[src/rtl/dma_ep_pkg.sv]
// dma_ep_pkg: shared state encodings and constants for the DMA peripheral endpoint.
package dma_ep_pkg;
  typedef enum int {iIDLE, iREQ, iACK, iRECOV, iTERM} state_idx_e;
  typedef enum logic [4:0] {
    IDLE  = 5'b00001,
    REQ   = 5'b00010,
    ACK   = 5'b00100,
    RECOV = 5'b01000,
    TERM  = 5'b10000
  } state_e;
  localparam logic DIR_DEV2MEM = 1'b0;
  localparam logic DIR_MEM2DEV = 1'b1;
  localparam logic [63:0] UNF_FILL = '1;
endpackage

[src/rtl/dma_ep_fifo.sv]
// dma_ep_fifo: synchronous FIFO with same-cycle push/pop and occupancy count.
module dma_ep_fifo #(
  parameter int DW = 8,
  parameter int DEPTH = 8
) (
  input  logic                     clk,
  input  logic                     rst,
  input  logic                     push,
  input  logic [DW-1:0]            wdata,
  input  logic                     pop,
  output logic [DW-1:0]            rdata,
  output logic                     full,
  output logic                     empty,
  output logic [$clog2(DEPTH):0]   count
);
  localparam int AW = $clog2(DEPTH);
  logic [DW-1:0] mem_q [DEPTH];
  logic [AW-1:0] wr_q, wr_d, rd_q, rd_d;
  logic [AW:0] cnt_q, cnt_d;
  logic push_ok, pop_ok;
  // a pop frees the slot a same-cycle push needs when full
  always_comb begin
    full = cnt_q == (AW+1)'(DEPTH);
    empty = cnt_q == '0;
    pop_ok = pop && !empty;
    push_ok = push && (!full || pop_ok);
    wr_d = wr_q + AW'(push_ok);
    rd_d = rd_q + AW'(pop_ok);
    cnt_d = cnt_q + (AW+1)'(push_ok) - (AW+1)'(pop_ok);
    rdata = mem_q[rd_q];
    count = cnt_q;
  end
  always_ff @(posedge clk or posedge rst)
    if (rst) begin
      wr_q <= '0;
      rd_q <= '0;
      cnt_q <= '0;
    end else begin
      wr_q <= wr_d;
      rd_q <= rd_d;
      cnt_q <= cnt_d;
    end
  always_ff @(posedge clk)
    if (push_ok) mem_q[wr_q] <= wdata;
endmodule

[src/rtl/dma_peripheral_endpoint.sv]
// dma_peripheral_endpoint: device side of an 8237-style DREQ/DACK handshake,
// moving bytes between the system bus strobes and local tx/rx FIFOs.
module dma_peripheral_endpoint
  import dma_ep_pkg::*;
#(
  parameter int DW = 8,
  parameter int DEPTH = 8,
  parameter int CNT_W = 16
) (
  input  logic             CLK,
  input  logic             RESET,
  input  logic             start,
  input  logic             dir,
  output logic             DREQ,
  input  logic             DACK_N,
  input  logic             IOR_N,
  input  logic             IOW_N,
  input  logic             EOP_N,
  input  logic [DW-1:0]    db_in,
  output logic [DW-1:0]    db_out,
  output logic             db_oe,
  input  logic             tx_valid,
  input  logic [DW-1:0]    tx_data,
  output logic             tx_ready,
  output logic             rx_valid,
  output logic [DW-1:0]    rx_data,
  input  logic             rx_ready,
  output logic [CNT_W-1:0] xfer_cnt,
  output logic             done,
  output logic             ovf,
  output logic             unf
);
  localparam int AW = $clog2(DEPTH);
  state_e state_q, state_d;
  logic armed_q, armed_d, dir_q, dir_d, ior_q, iow_q, ovf_q, ovf_d, unf_q, unf_d;
  logic [CNT_W-1:0] cnt_q, cnt_d;
  logic in_ack, ior_edge, iow_edge, xfer, eop, cond;
  logic tx_full, tx_empty, rx_full, rx_empty;
  logic [DW-1:0] tx_head;
  logic [AW:0] tx_cnt, rx_cnt;

  dma_ep_fifo #(.DW(DW), .DEPTH(DEPTH)) u_tx (
    .clk(CLK), .rst(RESET), .push(tx_valid), .wdata(tx_data), .pop(ior_edge),
    .rdata(tx_head), .full(tx_full), .empty(tx_empty), .count(tx_cnt)
  );

  dma_ep_fifo #(.DW(DW), .DEPTH(DEPTH)) u_rx (
    .clk(CLK), .rst(RESET), .push(iow_edge), .wdata(db_in), .pop(rx_ready),
    .rdata(rx_data), .full(rx_full), .empty(rx_empty), .count(rx_cnt)
  );

  always_comb begin
    eop = !EOP_N;
    in_ack = state_q[iACK] && !DACK_N;
    ior_edge = in_ack && dir_q == DIR_DEV2MEM && !ior_q && IOR_N;
    iow_edge = in_ack && dir_q == DIR_MEM2DEV && !iow_q && IOW_N;
    xfer = ior_edge || iow_edge;
    cond = armed_q && (dir_q == DIR_MEM2DEV ? rx_cnt != (AW+1)'(DEPTH) : tx_cnt != '0);
    state_d = IDLE;
    unique case (state_q)
      IDLE:    state_d = cond ? REQ : IDLE;
      REQ:     state_d = eop ? TERM : !DACK_N ? ACK : REQ;
      ACK:     state_d = eop ? TERM : xfer ? RECOV : DACK_N ? IDLE : ACK;
      RECOV:   state_d = eop ? TERM : IDLE;
      default: state_d = IDLE;
    endcase
    armed_d = start || (armed_q && !state_q[iTERM]);
    dir_d = start ? dir : dir_q;
    cnt_d = start ? '0 : cnt_q + CNT_W'(xfer);
    ovf_d = !start && (ovf_q || (iow_edge && rx_full && !rx_ready));
    unf_d = !start && (unf_q || (ior_edge && tx_empty));
    DREQ = state_q[iREQ] || state_q[iACK];
    done = state_q[iTERM];
    db_oe = state_q[iACK] && !DACK_N && !IOR_N && dir_q == DIR_DEV2MEM;
    db_out = !db_oe ? '0 : tx_empty ? UNF_FILL[DW-1:0] : tx_head;
    xfer_cnt = cnt_q;
    ovf = ovf_q;
    unf = unf_q;
    tx_ready = !tx_full;
    rx_valid = !rx_empty;
  end

  always_ff @(posedge CLK or posedge RESET)
    if (RESET) begin
      state_q <= IDLE;
      armed_q <= 1'b0;
      dir_q <= 1'b0;
      ior_q <= 1'b1;
      iow_q <= 1'b1;
      cnt_q <= '0;
      ovf_q <= 1'b0;
      unf_q <= 1'b0;
    end else begin
      state_q <= state_d;
      armed_q <= armed_d;
      dir_q <= dir_d;
      ior_q <= IOR_N;
      iow_q <= IOW_N;
      cnt_q <= cnt_d;
      ovf_q <= ovf_d;
      unf_q <= unf_d;
    end
endmodule

[config.mk]
export PLATFORM = sky130hd
export DESIGN_NAME = dma_peripheral_endpoint
export DESIGN_NICKNAME = d
export VERILOG_FILES = /design/src/rtl/dma_ep_pkg.sv /design/src/rtl/dma_ep_fifo.sv /design/src/rtl/dma_peripheral_endpoint.sv
export SDC_FILE = /design/constraint.sdc
export NUM_CORES = 1
export LEC_CHECK = 0
export ABC_AREA = 0
export CORE_MARGIN = 1
export CORE_UTILIZATION = 62
export CTS_CLUSTER_DIAMETER = 40
export DETAILED_ROUTE_END_ITERATION = 10
export PLACE_DENSITY = 0.91
export SETUP_SLACK_MARGIN = 0.15
export SLEW_MARGIN = 20
export SYNTH_ARGS = -nofsm -noshare
export SYNTH_HDL_FRONTEND = slang
export SYNTH_SLANG_ARGS = --single-unit
[constraint.sdc]
create_clock -name CLK -period 8.77 [get_ports CLK]
set_clock_uncertainty 0.2 [all_clocks]
set_input_delay 1.754 -clock CLK [delete_from_list [all_inputs] [get_ports CLK]]
set_output_delay 1.754 -clock CLK [all_outputs]
set_load 0.02 [all_outputs]
== After elaboration in Yosys (flattened, before gate mapping) ==
Memory sizes are Yosys's and may differ from the RTL's.
Cells that the tools add are included.
Word-level totals
  memories: 2
  bits of input ports: 26
  output and inout port bits: 39
  RAM bits: 128
  register bits after elaboration: 47
Memory list
  u_rx.mem_q: depth 8, width 8, rd ports 1, clocked after Yosys merged registers in 0, wr ports 1, RTL line dma_ep_fifo.sv:17  | logic [DW-1:0] mem_q [DEPTH];
  u_tx.mem_q: depth 8, width 8, rd ports 1, clocked after Yosys merged registers in 0, wr ports 1, RTL line dma_ep_fifo.sv:17
Cells by class
  add/subtract/negate cells: 9
  reduce and logical (&&, ||, !) cells: 41
  muxes and demuxes: 16
  bitwise operators: 1
  eq/ne operators: 7
Operators by type and width (count)
  $logic_and 1x1->1: 20
  $pmux 5 s4: 1
  $add 16x1->16: 1
  $mux 16: 1
  $mux 8: 2
  $mux 5: 3
  $add 3x1->3: 4
  $logic_not 1->1: 11
  $add 4x1->4: 2
  $eq 4x4->1 const B: 2
  $logic_not 4->1: 2
  $sub 4x1->4: 2
  $logic_or 1x1->1: 7
  $mux 3: 2
  $eq 5x1->1 const B: 1
  $eq 5x2->1 const B: 1
  $eq 5x3->1 const B: 1
  $eq 5x4->1 const B: 1
  $mux 1: 5
  $mux 4: 1
  $ne 4x4->1 const B: 1
  $reduce_bool 4->1: 1
  $mux 2: 1
  $not 1->1: 1

== Logic depth before layout (Yosys ltp) ==
  word-level depth: 10
  depth in mapped cells: 10
  gate-level depth less buffers: 10

== Cells and area by module ==
Synthesis repeated with hierarchy kept, for this count alone.
Unflattened totals
  cell total of the unflattened synthesis: 430
  area total of the unflattened synthesis: 7536.0 µm²
Modules (own cells, without submodules)
  dma_ep_fifo: cells an instance 145, area an instance 3060.4 µm², times used 2
  dma_peripheral_endpoint: cells an instance 140, area an instance 1415.1 µm², times used 1

== Worst setup path after synthesis ==
OpenSTA, ideal clock, no wires.
  kind: in2out
  start: input DACK_N
  end: output db_out[0]
  required time: 6816 ps
  arrival: 2972 ps
  stages on the path: 4
  slack: 3844 ps
  cell sequence: or3b_4 or2_2 clkbuf_1 a31oi_1
Between the ends
  word-level cells in the longest chain between the ends: 5
Ends and longest elaborated chain
  start, declared: RTL line dma_peripheral_endpoint.sv:15  | input logic DACK_N,
  $logic_not 1->1: RTL line dma_peripheral_endpoint.sv:74  | db_oe = state_q[iACK] && !DACK_N && !IOR_N && dir_q == DIR_DEV2MEM;
  $logic_and 1x1->1 (3 in a row): RTL line dma_peripheral_endpoint.sv:74
  $mux 8: RTL line dma_peripheral_endpoint.sv:75  | db_out = !db_oe ? '0 : tx_empty ? UNF_FILL[DW-1:0] : tx_head;
  end, declared: RTL line dma_peripheral_endpoint.sv:20  | output logic [DW-1:0] db_out,
Every way passes these cells.

== Worst setup path after layout ==
  start: input DACK_N
  end: output db_out[5]
The elaborated chain is that of the path after synthesis.

==> flow_summary.toml <==
[logic_synthesis]
ys_top_cells_by_area = "edfxtp_1 (52%), dfrtp_1 (15%), mux4_2 (7.3%)"
yosysUniqueCellTypes = 47
synth_area_per_cell_um2 = 15.9
synth_compound_area_frac = 0.0371
synth_adder_area_share = 0.0406
synthXorXnorAreaFrac = 0.0247
netlist_area_um2 = 7450
synthMuxAreaShare = 0.112
yosysSeqAreaShare = 0.674
yosysTopAreaCellShare = 0.516
synth-main-ff-cell = "edfxtp_1"
synth_top_family_by_area = "multiplexers"
ys_async_sr_fraction = 0.269
synth_edf_count = 128
ys_seq_elements = 175
netlist_instances = 469
synth-simple-area-share = 0.0878
yosys_warnings = 0
syn_nets = 518
synth_area_leader_cell = "edfxtp_1"

[final_layout]
nets = 593
area_growth_pct = 19.3
diodes = 0
drive_gt1_frac = 0.192

[grt]
overflow = 0
grt_pass1_vias = 4538
grt_max_degree = 48
grt_first_pass_wirelength_um = 23400
grt_use_total = 0.255
antenna_found_initial = 0

[critical_path]
rr_startpoint = "state_q[2]"
cp-startpoint = "DACK_N"
path_class = "in -> out"
r2r-end = "u_tx.mem_q[3][2]"
r2r_slack_ps = 5620
cp.arrival_ps = 3930
cp-end-kind = "output pin"
start_kind = "input port"
cp_max_fo = 9
cp.required_ps = 6820
r2r_cells = 5

[sta]
min_period_ps = 5880
rsz0062_at_grt = "no"
maxSlewViolCount = 0
fin_ws_ps = 2890
fin_crit_sh = 0.671
hold_viol = 0
relSlewSlack = 0.302
max_freq_mhz = 170
worst_slew_pin_slew_ps = 1030
fin_setup_tns_ps = 0
setup_viol = 0

[worst_hold_path]
hold_path_class = "reg -> reg"
holdPathEnd = "armed_q"
hold_depth = 1
min-delay-start = "armed_q"

[die]
floorplan.initialDensity = 0.644
row_count = 39
design.core.area_um2 = 11600
fp.dieH_um = 112
dieWidth_um = 112
die-area_um2 = 12500
io_pins = 65

[cts]
clkTransAtPathRegs_ps = 60
cts_inserted_buffers = 17
clk_latency_ps = 430
hold_buffers = 0
cts_root_buffer = "clkbuf_16"
cts_setup_buffers = 0
clock_path_buffers = 2
htreeDepth = 4
post_cts_resized = 0
cts_tree = "done"
clock-sinks = 175

[place]
place_ws_ps = 2910
gp_congestion = 0.825
dp_hpwl_um = 9430
port_buffers = 64

[drt]
drcViolationCount = 3
wl_um = 14600
first_pass_iters = 8
wl_per_cell_um = 20.9
vias = 4249
drt_iter0_markers = 325
vias_per_cell = 6.08
ant_nets = 0

[run_status]
violations = "DRC"
outcome = "complete, but fails checks"

[pwr]
powerDensity_nw_per_um2 = 272
p_leak_nw = 3.24
ir_drop_uv = 200

[run]
maxCapViolations = 0
[worst max-delay path, stage by stage]
cell,delay (ps)
clkdlybuf4s50_1,470
or3b_4,420
or2_2,410
a31oi_1,220
clkdlybuf4s50_1,650
[metal layers]
layer	wire, um	GRT usage
met2	7840	0.441
met5	0	0
met1	5610	0.309
met3	848	0.0577
met4	320	0.109
[where the power goes]
group / leakage [nW] / switching [mW] / internal, mW
Combinational: 1.20 / 0.262 / 0.300
Clock: 0.280 / 0.307 / 0.448
Sequential: 1.76 / 0.111 / 0.986
Total: 3.24 / 0.680 / 1.73
[cells by family (layout without fill, tap and decap cells)]
family	Yosys count	after routing
mux	50	50
fa+ha+maj	23	23
xor+xnor	21	21
compound gates	42	42
simple gates	113	113
flops	175	175
buf+inv	45	132
[layout make-up]
class	count	area, um^2
clock inverters	12	161
multi-input cells	249	2270
clock buffers	19	433
fillers	643	2680
flip-flops and latches	175	5020
well taps	143	179
repair buffers	76	731
inverters	25	93.8
[worst max-delay path by stage]
stage                 to  slack [ps]  cells after the start
2_1_floorplan  db_out[0]        3840                      4
3_3_place_gp   db_out[5]        2980                      5
3_5_place_dp   db_out[5]        2910                      5
4_1_cts        db_out[5]        2890                      5
5_1_grt        db_out[7]        2800                      5
6_report       db_out[5]        2890                      5
[per-stage QoR]
step | hold WS (ps) | instance area, um^2 | std cells | util | total power, mW
floorplan | 273 | 7450 | 469 | - | 1.48
global placement | 292 | 8280 | 668 | 0.716 | 1.62
detailed placement | 304 | 8280 | 668 | 0.716 | 1.67
CTS | 317 | 8880 | 699 | 0.768 | 2.42
global route | 335 | 8890 | 699 | 0.768 | 2.52
finish | 320 | 8890 | 699 | 0.768 | 2.41
[placed cells by master, fill, tap and decap left out, types with 4 or more instances in the layout]
cell type / count
a31oi_1: 9
nor4b_1: 4
dfrtp_1: 44
edfxtp_1: 128
mux2_2: 26
nand2_1: 18
nand2b_1: 15
nand3_1: 10
clkbuf_16: 17
clkdlybuf4s50_1: 64
xnor2_1: 7
nor3b_1: 4
nor2_1: 24
mux4_2: 24
nor3_1: 6
inv_1: 24
o21ai_0: 8
ha_1: 21
or3_1: 4
xor2_1: 14
buf_4: 12
a21oi_1: 8
a22oi_1: 8
[state kept, by name (all words and copies together), names as in the netlist]
name	count
iow_q	1
u_rx.wr_q	3
u_tx.count	4
xfer_cnt	16
u_rx.mem_q	64
ovf	1
u_tx.mem_q	64
armed_q	1
u_tx.wr_q	3
ior_q	1
state_q	5
u_rx.rd_q	3
u_tx.rd_q	3
unf	1
u_rx.count	4
dir_q	1
[synth_stat cells (2+ instances only)]
cell      instances
nor2b_1           3
nor3_1            6
fa_1              2
dfrtp_1          44
and2_1            3
nor2_1           24
nand2_1          18
xor2_1           14
or2_2             2
o21ai_0           8
a21oi_1           8
nand4_1           3
or3_1             4
and3_1            2
nand3b_1          3
clkbuf_1         14
and4_1            3
nand2b_1         15
mux2_2           26
a31oi_1           9
dfstp_2           3
nand3_1          10
edfxtp_1        128
xnor2_1           7
a21o_1            3
inv_1            25
a22oi_1           8
mux4_2           24
nor4b_1           4
nor3b_1           4
buf_2             4
nor4_1            3
ha_1             21
Power figures use the tool's default switching activity.
